[src/rtl/fb_plot_buffer.sv]
// Pixel plot buffer: accepts (x, y, colour) beats, linearises the address and
// queues them in a show-ahead FIFO that drains into the framebuffer write port.
module fb_plot_buffer #(
   parameter int DEPTH   = 4,
   parameter int COLOR_W = 12,
   parameter int H_RES   = 160,
   parameter int V_RES   = 120,
   parameter int ADDR_W  = 15
) (
   input  logic               clk,
   input  logic               reset,
   input  logic               in_valid,
   output logic               in_ready,
   input  logic [7:0]         in_x,
   input  logic [7:0]         in_y,
   input  logic [COLOR_W-1:0] in_color,
   input  logic               in_last,
   output logic [ADDR_W-1:0]  fb_addr,
   output logic [COLOR_W-1:0] fb_data,
   output logic               fb_we,
   input  logic               fb_grant,
   output logic               frame_done,
   output logic [7:0]         oob_count
);

   localparam int PTR_W = (DEPTH > 1) ? $clog2(DEPTH) : 1;

   localparam logic [1:0] ST_ACCEPT = 2'd0;
   localparam logic [1:0] ST_DRAIN  = 2'd1;
   localparam logic [1:0] ST_DONE   = 2'd2;

   logic [1:0]         state;
   logic [PTR_W-1:0]   wr_ptr;
   logic [PTR_W-1:0]   rd_ptr;
   logic [PTR_W:0]     count;
   logic [ADDR_W-1:0]  addr_mem [DEPTH];
   logic [COLOR_W-1:0] data_mem [DEPTH];

   logic              accept;
   logic              out_of_range;
   logic              push;
   logic              pop;
   logic [ADDR_W-1:0] lin_addr;

   assign in_ready     = (state == ST_ACCEPT) && (count < (PTR_W+1)'(DEPTH));
   assign accept       = in_valid && in_ready;
   assign out_of_range = (int'(in_x) >= H_RES) || (int'(in_y) >= V_RES);
   assign push         = accept && !out_of_range;
   assign pop          = fb_we && fb_grant;
   assign lin_addr     = ADDR_W'(in_y) * ADDR_W'(H_RES) + ADDR_W'(in_x);

   assign fb_we      = (count != '0);
   assign fb_addr    = addr_mem[rd_ptr];
   assign fb_data    = data_mem[rd_ptr];
   assign frame_done = (state == ST_DONE);

   // Storage carries no reset; only pointers and count define validity.
   always_ff @(posedge clk) begin
      if (push) begin
         addr_mem[wr_ptr] <= lin_addr;
         data_mem[wr_ptr] <= in_color;
      end
   end

   always_ff @(posedge clk) begin
      if (reset) begin
         wr_ptr <= '0;
         rd_ptr <= '0;
         count  <= '0;
      end else begin
         if (push)
            wr_ptr <= wr_ptr + PTR_W'(1);
         if (pop)
            rd_ptr <= rd_ptr + PTR_W'(1);
         if (push && !pop)
            count <= count + (PTR_W+1)'(1);
         else if (pop && !push)
            count <= count - (PTR_W+1)'(1);
      end
   end

   always_ff @(posedge clk) begin
      if (reset)
         oob_count <= '0;
      else if (accept && out_of_range && oob_count != 8'hFF)
         oob_count <= oob_count + 8'd1;
   end

   // Frame end is declared only once the last queued entry has been retired.
   always_ff @(posedge clk) begin
      if (reset) begin
         state <= ST_ACCEPT;
      end else begin
         case (state)
            ST_ACCEPT: if (accept && in_last) state <= ST_DRAIN;
            ST_DRAIN:  if (count == '0 || (count == (PTR_W+1)'(1) && pop)) state <= ST_DONE;
            ST_DONE:   state <= ST_ACCEPT;
            default:   state <= ST_ACCEPT;
         endcase
      end
   end

endmodule

[config.mk]
export PLATFORM = sky130hd
export DESIGN_NAME = fb_plot_buffer
export DESIGN_NICKNAME = d
export VERILOG_FILES = /design/src/rtl/fb_plot_buffer.sv
export SDC_FILE = /design/constraint.sdc
export NUM_CORES = 1
export LEC_CHECK = 0
export ABC_AREA = 1
export ABC_CLOCK_PERIOD_IN_PS = 3350
export CAP_MARGIN = 0
export CORE_MARGIN = 4
export CORE_UTILIZATION = 55
export DETAILED_ROUTE_END_ITERATION = 12
export GPL_TIMING_DRIVEN = 0
export PLACE_DENSITY = 0.79
export SKIP_CTS_REPAIR_TIMING = 1
export SLEW_MARGIN = 20
export SYNTH_ARGS = -nofsm -noshare
export SYNTH_HDL_FRONTEND = slang
export SYNTH_SLANG_ARGS = --single-unit
[constraint.sdc]
create_clock -name clk -period 3.35 [get_ports clk]
set_input_delay 0.5025 -clock clk [delete_from_list [all_inputs] [get_ports clk]]
set_output_delay 0.5025 -clock clk [all_outputs]
set_load 0.02 [all_outputs]
==> flow_results.xml <==
<?xml version="1.0" encoding="UTF-8"?>
<metrics>
  <group name="timing">
    <metric name="postLayoutSetupSlackWorst" unit="ns">0.116</metric>
    <metric name="grt_setup_unrepaired" unit="">false</metric>
    <metric name="clock_skew" unit="ns">0.0108</metric>
    <metric name="fin_crit_sh" unit="%">96.5</metric>
    <metric name="tns" unit="ns">0</metric>
    <metric name="period_minus_slack" unit="ns">3.23</metric>
    <metric name="max-slew-margin-rel" unit="%">59.0</metric>
    <metric name="holdWs" unit="ns">0.509</metric>
    <metric name="setup_viol" unit="">0</metric>
    <metric name="timing.fmax" unit="MHz">309</metric>
    <metric name="max_slew.worst_pin.slew" unit="ns">0.615</metric>
    <metric name="drv_slew" unit="">0</metric>
    <metric name="final-hold-violation-count" unit="">0</metric>
  </group>
  <group name="floorplan">
    <metric name="die_height" unit="um">109</metric>
    <metric name="top_ports" unit="">71</metric>
    <metric name="dieWidth" unit="um">109</metric>
    <metric name="design.core.area" unit="sq mm">0.00986</metric>
    <metric name="std_cell_rows" unit="">36</metric>
    <metric name="floorplan.die_area" unit="sq mm">0.0119</metric>
    <metric name="initial_utilization" unit="%">57.1</metric>
  </group>
  <group name="placement">
    <metric name="finalWeightedCongestion" unit="">0.782</metric>
    <metric name="placement.io_buffers" unit="">70</metric>
    <metric name="placedInstanceArea" unit="sq mm">0.00662</metric>
    <metric name="post-place-cells" unit="">694</metric>
    <metric name="pre_cts_slack" unit="ns">0.185</metric>
    <metric name="detailedPlacementHpwl" unit="um">8000</metric>
  </group>
  <group name="pwr">
    <metric name="vdd_drop_max" unit="mV">0.437</metric>
    <metric name="p_switching" unit="mW">1.65</metric>
    <metric name="power.density_cell_area" unit="mW/mm^2">726</metric>
    <metric name="leakage" unit="nW">2.66</metric>
    <metric name="fin_total_pwr" unit="mW">5.23</metric>
    <metric name="p_sw_share" unit="%">31.6</metric>
    <metric name="power_report.internal_total" unit="mW">3.58</metric>
    <metric name="share_seq_of_total_power" unit="%">35.9</metric>
    <metric name="clock_power_share" unit="%">34.0</metric>
    <metric name="portion_of_total_power_attributed_to_combinational_logic" unit="%">30.0</metric>
  </group>
  <group name="logic_synthesis">
    <metric name="seq_area_frac_synth" unit="%">64.4</metric>
    <metric name="ys_dominant_reg_cell" unit="">sky130_fd_sc_hd__edfxtp_1</metric>
    <metric name="yosys.cell_count.top_type" unit="">sky130_fd_sc_hd__edfxtp_1</metric>
    <metric name="count_of_flip_flops_with_a_built_in_enable_after_synthesis" unit="">108</metric>
    <metric name="ys_ff_latch" unit="">127</metric>
    <metric name="synth_cell_type_count" unit="">31</metric>
    <metric name="syn-num-nets" unit="">547</metric>
    <metric name="yosysWarningCount" unit="">0</metric>
    <metric name="biggest_area_contributors_in_the_synthesized_netlist" unit="">sky130_fd_sc_hd__edfxtp_1, sky130_fd_sc_hd__dfxtp_1, sky130_fd_sc_hd__ha_1</metric>
    <metric name="synth_area" unit="sq mm">0.00563</metric>
    <metric name="synth.top_cells.by_count" unit="">sky130_fd_sc_hd__edfxtp_1, sky130_fd_sc_hd__nor2_1, sky130_fd_sc_hd__o21ai_0</metric>
    <metric name="synth.largest_area_cell" unit="">sky130_fd_sc_hd__edfxtp_1</metric>
    <metric name="synthesis.instances" unit="">487</metric>
    <metric name="mean_syn_cell_area" unit="sq um">11.6</metric>
    <metric name="synth_async_sr_flop_share" unit="%">0</metric>
    <metric name="synth_largest_type_area_fraction" unit="%">57.6</metric>
  </group>
  <group name="clocking">
    <metric name="tritoncts_clock_tree" unit="">built</metric>
    <metric name="cts_sinks" unit="">127</metric>
    <metric name="root_buffer" unit="">sky130_fd_sc_hd__clkbuf_8</metric>
    <metric name="cts_htree_levels" unit="">4</metric>
    <metric name="clkLatencyLatePin" unit="ns">0.51</metric>
    <metric name="cts_buffer_depth" unit="">2</metric>
    <metric name="clk_pin_slew_worst_paths" unit="ns">0.05</metric>
    <metric name="number_of_buffers_inserted_during_clock_tree_synthesis" unit="">17</metric>
  </group>
  <group name="setup_path">
    <metric name="crit_required" unit="ns">2.85</metric>
    <metric name="critical-path-max-stage-delay" unit="ns">0.67</metric>
    <metric name="critical_path.cell_chain" unit="">buf_2, inv_2, clkbuf_1, o21ai_0, o22ai_1, clkdlybuf4s50_1</metric>
    <metric name="wp_data_arrival" unit="ns">2.73</metric>
    <metric name="rrSetupSlack" unit="ns">1.17</metric>
    <metric name="critPathLaunchType" unit="">flop</metric>
    <metric name="worstPathMaxFanout" unit="">10</metric>
    <metric name="critical_path.reg2reg.endpoint" unit="">data_mem[0][6]</metric>
    <metric name="reg2regPathDepth" unit="">6</metric>
    <metric name="timing.rr.start" unit="">state[1]</metric>
    <metric name="slowest_stage" unit="">sky130_fd_sc_hd__clkdlybuf4s50_1</metric>
    <metric name="worstSetupPathType" unit="">reg -&gt; out</metric>
    <metric name="timing.critical_path.to_type" unit="">primary output</metric>
  </group>
  <group name="run_status">
    <metric name="run_status" unit="">completed</metric>
  </group>
  <group name="final_layout">
    <metric name="layout_cell_area_excl_fill" unit="sq mm">0.00721</metric>
    <metric name="total_inserted_antenna_cells" unit="">0</metric>
    <metric name="final_cell_count_no_fill" unit="">726</metric>
    <metric name="areaGrowthSynthToFinish" unit="%">28.1</metric>
    <metric name="nets" unit="">640</metric>
    <metric name="finalCoreUtilization" unit="%">73.1</metric>
    <metric name="layout-drive-gt1-share" unit="%">11.6</metric>
    <metric name="num-fill-cells" unit="">637</metric>
  </group>
  <group name="routing">
    <metric name="detail_route.drc_violations" unit="">0</metric>
    <metric name="wl_per_cell" unit="um">17.0</metric>
    <metric name="number_of_iterations_in_the_first_detailed_routing_pass" unit="">5</metric>
    <metric name="via_count" unit="">4046</metric>
    <metric name="route.antenna.remaining_nets" unit="">0</metric>
    <metric name="initialDrtViolationCount" unit="">256</metric>
    <metric name="drt_wl_total" unit="um">12400</metric>
    <metric name="vias_cell" unit="">5.57</metric>
  </group>
  <group name="global_routing">
    <metric name="grt_start_max_net_pins" unit="">24</metric>
    <metric name="gr-usage-all-layers" unit="%">22.2</metric>
    <metric name="grt_overflow" unit="">0</metric>
    <metric name="grt_antenna_before_repair" unit="">0</metric>
    <metric name="grt_pass1_vias" unit="">4162</metric>
    <metric name="wire_length_of_the_first_global_routing_pass" unit="um">19700</metric>
  </group>
  <group name="run">
    <metric name="maxCapViolCount" unit="">0</metric>
  </group>
  <group name="hold_path">
    <metric name="hold_path_stages" unit="">1</metric>
    <metric name="worstHoldPathType" unit="">reg -&gt; reg</metric>
    <metric name="hold_sp" unit="">rd_ptr[0]</metric>
  </group>
</metrics>
power by group through the flow:
stage	registers, mW	logic (mW)	clock network [mW]
CTS	1.88	1.58	1.80
global placement	1.91	1.50	0
floorplan	1.91	0.895	0
detailed placement	1.91	1.56	0
global route	1.89	1.71	1.89
finish	1.88	1.57	1.78
sequential cells by signal, summed over array words and instances (netlist names), named ones only:
signal,cells
addr_mem,60
data_mem,48
state,2
count,3
oob_count,8
wr_ptr,2
rd_ptr,2
worst max-delay path by stage:
stage	startpoint	endpoint	cells after the start	slack, ns
floorplan	in_valid	addr_mem[0][0]	4	0.79
detailed placement	in_y[1]	addr_mem[3][12]	11	0.19
CTS	flop	fb_addr[5]	6	0.01
finish	flop	fb_addr[5]	6	0.12
global route	flop	fb_addr[5]	6	0.006
global placement	in_valid	data_mem[0][1]	5	-0.68
final cells by class:
type | count | area (sq um) | share of cell area [%]
sequential | 127 | 3620 | 50.3
clock inverter | 14 | 168 | 2.33
timing repair buffer | 74 | 796 | 11.0
multi-input combinational | 303 | 1810 | 25.1
tap | 133 | 166 | 2.31
clock buffer | 18 | 418 | 5.80
buffer | 18 | 73.8 | 1.02
inverter | 39 | 151 | 2.10
cells by family after synthesis:
family	after synthesis	synth area share, %
simple gates	148	11.7
fa+ha+maj	27	6.27
buf+inv	57	3.98
compound gates	112	10.9
flops	127	64.4
xor+xnor	16	2.76
worst max-delay path: cells and delay by family, from the launching register on:
family	cells	cell delay [ns]
buf+inv	4	1.49
flops	1	0.29
compound gates	2	0.45
cell usage in the layout (no fill, tap or decap), drive strengths merged, types with 2 or more instances in the layout:
cell,instances
edfxtp,108
clkdlybuf4s50,70
nor2,70
o21ai,64
nand2,50
inv,39
clkbuf,31
o22ai,27
ha,25
a21oi,20
dfxtp,19
nand3,19
xor2,10
clkinv,9
buf,9
nand4,7
xnor2,6
bufinv,3
fa,2
clkinvlp,2
nor3,2
per-layer routing:
layer	vias up	wire, um	GRT usage [%]
met2	168	6470	38.7
met5	-	0	0
met3	26	856	6.51
li1	1922	-	-
met4	0	306	10.2
met1	1930	4730	25.1
Power figures use the tool's default switching activity.
